## config.mk

```make
export PLATFORM = sky130hd
export DESIGN_NAME = serial_adder_ctrl
export DESIGN_NICKNAME = d
export VERILOG_FILES = /design/src/rtl/serial_adder_pkg.sv /design/src/rtl/serial_adder_ctrl_full_adder.sv /design/src/rtl/serial_adder_ctrl.sv
export SDC_FILE = /design/constraint.sdc
export NUM_CORES = 1
export LEC_CHECK = 0
export CAP_MARGIN = 20
export CORE_MARGIN = 2
export CORE_UTILIZATION = 45
export CTS_BUF_LIST = sky130_fd_sc_hd__clkbuf_16
export DETAILED_ROUTE_END_ITERATION = 8
export GPL_TIMING_DRIVEN = 0
export PLACE_DENSITY = 0.81
export SYNTH_ARGS = -nofsm -noshare
export SYNTH_HDL_FRONTEND = slang
export SYNTH_SLANG_ARGS = --single-unit
```

## constraint.sdc

```tcl
create_clock -name clk -period 2.8 [get_ports clk]
set_input_delay 0.42 -clock clk [delete_from_list [all_inputs] [get_ports clk]]
set_output_delay 0.42 -clock clk [all_outputs]
set_load 0.1 [all_outputs]
```

## src/rtl/serial_adder_pkg.sv

```systemverilog
// Shared types and defaults for the bit-serial add/subtract controller.
// Imported by the controller and its adder cell.
package serial_adder_pkg;

  typedef enum logic [1:0] {
    IDLE,
    RUN,
    DONE
  } sa_state_t;

  localparam int SA_DEFAULT_WIDTH = 8;

endpackage

```

## src/rtl/serial_adder_ctrl_full_adder.sv

```systemverilog
// Single-bit full adder cell.
// This is the only arithmetic in the serial adder.
module full_adder (
  input  logic a,
  input  logic b,
  input  logic cin,
  output logic s,
  output logic cout
);

  assign s    = a ^ b ^ cin;
  assign cout = (a & b) | (cin & (a ^ b));

endmodule

```

## src/rtl/serial_adder_ctrl.sv

```systemverilog
// Bit-serial add/subtract controller: one full adder cell, LSB first,
// with valid/ready handshakes on the operand and result sides.
module serial_adder_ctrl
  import serial_adder_pkg::*;
#(
  parameter int WIDTH = SA_DEFAULT_WIDTH
) (
  input  logic             clk,
  input  logic             rst_n,
  input  logic             in_valid,
  output logic             in_ready,
  input  logic [WIDTH-1:0] a_in,
  input  logic [WIDTH-1:0] b_in,
  input  logic             sub,
  output logic             out_valid,
  input  logic             out_ready,
  output logic [WIDTH-1:0] sum_out,
  output logic             cout_out,
  output logic             ovf_out,
  output logic             busy
);

  localparam int CW = $clog2(WIDTH);

  sa_state_t state, state_d;

  logic [CW-1:0]    cnt;
  logic [WIDTH-1:0] a_sh;
  logic [WIDTH-1:0] b_sh;
  logic [WIDTH-1:0] sum_sh;
  logic [WIDTH-1:0] sum_q;
  logic             carry_q;
  logic             cmsb_q;
  logic             cout_q;
  logic             ovf_q;
  logic             fa_s;
  logic             fa_co;
  logic             last;
  logic             accept;

  full_adder u_fa (
    .a    (a_sh[0]),
    .b    (b_sh[0]),
    .cin  (carry_q),
    .s    (fa_s),
    .cout (fa_co)
  );

  assign last   = (cnt == CW'(WIDTH - 1));
  assign accept = (state == IDLE) && in_valid;

  always_ff @(posedge clk or negedge rst_n) begin
    if (!rst_n) state <= IDLE;
    else        state <= state_d;
  end

  always_comb begin
    state_d = state;
    case (state)
      IDLE:    if (in_valid)  state_d = RUN;
      RUN:     if (last)      state_d = DONE;
      DONE:    if (out_ready) state_d = IDLE;
      default:                state_d = IDLE;
    endcase
  end

  // Subtraction is A + ~B + 1: invert B on load, seed carry with sub.
  always_ff @(posedge clk or negedge rst_n) begin
    if (!rst_n) begin
      cnt     <= '0;
      a_sh    <= '0;
      b_sh    <= '0;
      sum_sh  <= '0;
      sum_q   <= '0;
      carry_q <= 1'b0;
      cmsb_q  <= 1'b0;
      cout_q  <= 1'b0;
      ovf_q   <= 1'b0;
    end else if (accept) begin
      a_sh    <= a_in;
      b_sh    <= b_in ^ {WIDTH{sub}};
      carry_q <= sub;
      cnt     <= '0;
    end else if (state == RUN) begin
      a_sh    <= a_sh >> 1;
      b_sh    <= b_sh >> 1;
      sum_sh  <= {fa_s, sum_sh[WIDTH-1:1]};
      carry_q <= fa_co;
      cnt     <= cnt + CW'(1);
      // Carry out of slice WIDTH-2 is the carry into the MSB.
      if (cnt == CW'(WIDTH - 2)) cmsb_q <= fa_co;
      if (last) begin
        sum_q  <= {fa_s, sum_sh[WIDTH-1:1]};
        cout_q <= fa_co;
        ovf_q  <= cmsb_q ^ fa_co;
      end
    end
  end

  assign in_ready  = (state == IDLE);
  assign out_valid = (state == DONE);
  assign busy      = (state == RUN);
  assign sum_out   = sum_q;
  assign cout_out  = cout_q;
  assign ovf_out   = ovf_q;

endmodule

```

==> results.yml, run 1 <==
worst_setup_path:
  arrival_ns: 2.16
  start_kind: "register"
  crit_chain: "nand2b_4, inv_4, buf_2, dlygate4sd2_1"
  critical_path_required_ns: 2.38
  max_stage_delay_ns: 0.88
  critPathMaxFanout: 10
  crit_slowest_cell: "dlygate4sd2_1"
  r2r_cells: 5
  crit_type: "reg2out"
  crit_path_end_kind: "output port"
power:
  power_w: 0.00299
  intPower_w: 0.00162
  switchingPower_w: 0.00137
  p_leak_nw: 1.08
  combinationalPowerShare_pct: 49.6
  pwr-share-seq_pct: 32.7
  p_clk_share_pct: 17.6
  vdd_drop_max_mv: 0.525
  cellPowerDensity_nw_per_um2: 1320
  swShare_pct: 45.8
grt:
  grt_pass1_vias: 1205
  antenna_found_initial: 0
  grt_max_degree: 41
  grt_pass1_wl_um: 5540
  track_usage_pct: 17.1
  overflow: 0
clock_tree:
  clk_pin_slew_ns: 0.06
  root_buffer: "clkbuf_16"
  cts.htree.levels: 2
  cts_num_sinks: 40
  clock_latency_ns: 0.28
  cts_tree: "built"
  postCtsSetupRepairBufs: 0
  cts_inserted_buffers: 5
  clk_path_buf_depth: 2
sta:
  fin_crit_ns: 2.58
  rsz0062_at_grt: "no"
  slew_headroom_pct: 34.9
  finalClockSkew_ns: 0.00472
  fmax_mhz: 387
  worstMarginPinSlew_ns: 0.973
  setup_violations: 0
  hold_violations: 0
  maxSlewViolCount: 0
  tns_ns: 0
  fin_crit_sh_pct: 92.2
  fin_ws_ns: 0.218
routing:
  drt_iter0_markers: 64
  ant_nets: 0
  via_per_inst: 5.00
  first_pass_iters: 2
  avgRoutedWirePerCell_um: 13.1
  finalWirelength_um: 3200
  drc: 0
  dr_total_vias: 1219
final_layout:
  antenna_cells: 0
  final_area_um2: 2270
  fill_cells: 318
  layout-drive-gt1-share_pct: 15.8
  num-nets-final: 221
  multi_input_area_um2: 689
  post-route-util_pct: 61.1
  regArea_um2: 1000
  synthToLayoutAreaGrowth_pct: 28.8
placed_design:
  routabilityCongestion: 0.746
  dp_hpwl_um: 2250
  portBuffers: 32
  pre_cts_ws_ns: 0.200
  place_area_um2: 2140
logic_synthesis:
  yosysSeqAreaShare_pct: 56.8
  synth_nets: 182
  synth_seq_cells: 40
  yosys_warnings: 0
  syn_avg_cell_area_um2: 11.2
  syn_area_um2: 1760
  ys_types: 22
  syn_inst: 157
die:
  rows: 22
  die_w_um: 66.6
  core_area_um2: 3720
  floorplan.die.height_um: 66.6
  dieArea_um2: 4430
  io_pins: 34
  initial_core_util_pct: 47.4
run_status:
  outcome: "complete, no violations"
worst_hold_path:
  hold_class: "in2async"
job:
  maxCapViolCount: 0
## state kept, by name, indices dropped and copies added (netlist names)
name      cells
state         2
sum_out       8
cmsb_q        1
cnt           3
a_sh          8
b_sh          8
ovf_out       1
cout_out      1
carry_q       1
sum_sh        7
## cells in the final DEF (no fill, tap or decap), drive strengths merged, types with 2 or more instances in the layout
| cell type | synthesis | layout |
|---|---|---|
| nor2 | 8 | 8 |
| clkbuf | 0 | 5 |
| o21ai | 6 | 6 |
| a22oi | 8 | 8 |
| nand3 | 5 | 5 |
| dfrtp | 40 | 40 |
| inv | 3 | 4 |
| mux2 | 10 | 10 |
| a221o | 7 | 7 |
| nand2 | 43 | 43 |
| ha | 3 | 3 |
| nand2b | 2 | 2 |
| xnor2 | 9 | 9 |
| buf | 8 | 9 |
| clkdlybuf4s50 | 0 | 30 |
## power groups by stage
| stage | combinational (W) | clock [W] | sequential [W] |
|---|---|---|---|
| final | 0.00148 | 0.000526 | 0.000979 |
| after global placement | 0.00147 | 0 | 0.000978 |
| after CTS | 0.00151 | 0.000540 | 0.000985 |
| after detailed placement | 0.00151 | 0 | 0.000992 |
| after global routing | 0.00161 | 0.000564 | 0.00101 |
| after floorplan | 0.000693 | 0 | 0.00143 |
## final cells by class
cell class	count	area share, %
sequential	40	44.1
multi-input combinational	106	30.4
timing repair buffer	32	13.8
clock buffer	5	5.51
tap	48	2.64
buffer	8	2.59
inverter	3	0.606
clock inverter	2	0.386
## worst max-delay path, delay by kind of cell (launching register included)
family | cells | cell delay, ns
buf+inv | 3 | 1.21
flops | 1 | 0.45
simple gates | 1 | 0.21
## logic make-up after synthesis
| kind of cell | after synthesis | share of synthesized area, % |
|---|---|---|
| AND/OR/NAND/NOR | 61 | 15.2 |
| adder cells (fa/ha/maj) | 4 | 3.26 |
| XOR/XNOR | 9 | 4.47 |
| multiplexers | 10 | 6.39 |
| flip-flops | 40 | 56.8 |
| AO/OA/AOI/OAI | 22 | 9.79 |
| buffers and inverters | 11 | 4.12 |
## cell usage after synthesis, drive strengths merged
cell type	number	area [um^2]
a22oi	8	60.1
nand2b	2	20.0
xnor2	9	78.8
mux2	10	113
o21ai	6	30.0
nor2	8	30.0
buf	8	58.8
nand2	43	161
fa	1	20.0
or3b	1	11.3
inv	3	13.8
nand3	5	25.0
a221o	7	71.3
o21bai	1	11.3
dfrtp	40	1000
nand3b	1	7.51
nor3b	1	12.5
ha	3	37.5
## metal layers
layer | global-route usage (%) | wire (um)
met4 | 5.36 | 41
met3 | 6.08 | 151
met2 | 28.6 | 1540
met5 | 0 | 0
met1 | 20.5 | 1480
## through the flow
stage          hold WS [ns]  instances
2_1_floorplan         0.124        157
3_3_place_gp          0.457        237
3_5_place_dp          0.467        237
4_1_cts               0.285        244
5_1_grt               0.319        244
6_report              0.259        244
## final timing paths
path | start | slack, ns | to
worst max-delay path | state[1] | 0.22 | busy
worst min-delay path | rst_n | 0.26 | sum_out[1]
worst max register to register | cnt[0] | 1.09 | sum_out[3]
worst min register to register | sum_sh[1] | 0.48 | sum_sh[1]
max in group asynchronous | rst_n | 1.99 | b_sh[0]
min in group clk | sum_sh[1] | 0.48 | sum_sh[1]
## timing repair
item | 4_1_cts | 5_1_grt
gates resized for setup | 1 | 0
hold buffers | 0 | 0
endpoints found under the setup margin | 1 | 0
Power figures use the tool's default switching activity.
==> inputs of run 2 (changes only) <==
DONT_BUFFER_PORTS = 1   (was default)
PLACE_DENSITY = 0.7   (was 0.81)
==> run 2 against run 1 <==
- design area fell by 12%
- sequential share of layout area rose by 6.3 points
- via count fell by 5.1%
- critical path type unchanged
==> results.yml, run 2 (synthesis results as in run 1) <==
routing:
  dr_total_vias: 1157
  first_pass_iters: 4
  drt_iter0_markers: 44
  finalWirelength_um: 3220
  drc: 0
  ant_nets: 0
  avgRoutedWirePerCell_um: 15.0
  via_per_inst: 5.41
grt:
  overflow: 0
  grt_max_degree: 41
  antenna_found_initial: 0
  track_usage_pct: 15.7
  grt_pass1_vias: 1121
  grt_pass1_wl_um: 5200
worst_setup_path:
  cpLargestDelayFamily: "buffers and inverters"
  reg2reg_from: "cnt[0]"
  worstReg2RegEnd: "cout_out"
  start_kind: "register"
  rrSetupSlack_ns: 1.10
  critical_path_required_ns: 2.38
  r2r_cells: 5
  crit_chain: "nand2b_4, inv_4, buf_2"
  arrival_ns: 1.60
  max_stage_delay_ns: 0.55
  crit_cells: 3
  crit_start: "state[1]"
  worst-path-buf-inv: 2
  critPathMaxFanout: 10
  crit_type: "reg2out"
  crit_slowest_cell: "buf_2"
  crit_path_end_kind: "output port"
  endpoint: "busy"
sta:
  fin_crit_ns: 2.02
  rsz0062_at_grt: "no"
  hold_violations: 0
  fmax_mhz: 495
  fin_crit_sh_pct: 72.1
  maxSlewViolCount: 0
  fin_ws_ns: 0.780
  finalClockSkew_ns: 0.00374
  setup_violations: 0
  slew_headroom_pct: 29.8
  tns_ns: 0
  worstMarginPinSlew_ns: 1.05
worst_hold_path:
  hp-start: "a_in[7]"
  hold_class: "in2reg"
die:
  dieArea_um2: 4430
  core_area_um2: 3720
  die_w_um: 66.6
  rows: 22
  io_pins: 34
  floorplan.die.height_um: 66.6
  initial_core_util_pct: 47.4
placed_design:
  routabilityCongestion: 0.745
  pre_cts_ws_ns: 1.08
  dp_hpwl_um: 2320
  portBuffers: 0
clock_tree:
  cts.htree.levels: 2
  clk_pin_slew_ns: 0.05
  cts_tree: "built"
  clk_path_buf_depth: 2
  cts_resized: 0
  clock_latency_ns: 0.27
  cts_num_sinks: 40
  root_buffer: "clkbuf_16"
  cts_inserted_buffers: 5
run_status:
  outcome: "complete, no violations"
job:
  maxCapViolCount: 0
final_layout:
  antenna_cells: 0
  layout_common_cells: "43 x nand2_1, 40 x dfrtp_1, 10 x mux2_2"
  num-nets-final: 191
  synthToLayoutAreaGrowth_pct: 12.8
  final_common_cell: "nand2_1"
  layout-drive-gt1-share_pct: 18.7
==> run 2: cell types whose count changed in the layout (fill, tap and decap cells not counted) <==
cell             delta
clkdlybuf4s50_1    -30
dlygate4sd2_1       -1
dlygate4sd3_1       +1
inv_1               -1
buf_2               -1
buf_12              +1
nor2_2              +1
nor2_1              -1
clkinv_1            +2
clkinv_2            -1
==> run 2: area by class of cell <==
| type | count | area, um^2 |
|---|---|---|
| fill | 330 | 1730 |
| sequential | 40 | 1000 |
| multi-input combinational | 106 | 692 |
| clock buffer | 5 | 125 |
| tap | 48 | 60.1 |
| buffer | 8 | 58.8 |
| timing repair buffer | 2 | 30.0 |
| inverter | 3 | 13.8 |
| clock inverter | 2 | 7.51 |
==> run 2: through the flow <==
stage               hold WS [ns]  util (%)  instances  cell area (um^2)
CTS                        0.250      53.5        214              1990
global placement           0.126      49.1        205              1820
floorplan                  0.124         -        157              1760
finish                     0.253      53.5        214              1990
detailed placement         0.125      49.1        205              1830
global route               0.269      53.5        214              1990
==> run 2: metal layers <==
layer	GRT usage (%)	vias up	wire [um]
met3	4.90	0	235
met5	0	-	0
met1	18.9	575	1330
li1	-	545	-
met4	3.83	0	0
met2	27.4	37	1650
==> run 2: timing repair <==
item | in CTS | in global routing
setup buffers | 0 | 0
endpoints found under the hold margin | 40 | 0
hold buffers | 2 | 0
==> run 2: how the worst min path moves through the flow <==
stage / end / slack (ns) / cells after the start
CTS: a_sh[7] / 0.25 / 2
global placement: sum_out[0] / 0.13 / 0
finish: a_sh[7] / 0.25 / 2
global route: state[1] / 0.27 / 1
floorplan: a_sh[0] / 0.12 / 0
detailed placement: sum_out[1] / 0.13 / 0
==> run 2: worst reg2reg max path: stages (launching register included) <==
cell,delay (ns)
dfrtp_1,0.41
ha_1,0.21
ha_1,0.19
nand3b_1,0.15
buf_2,0.27
mux2_2,0.36
Power of run 2 is not shown: default switching activity piles up to over one toggle a cycle in this logic, so the estimate is an artifact.
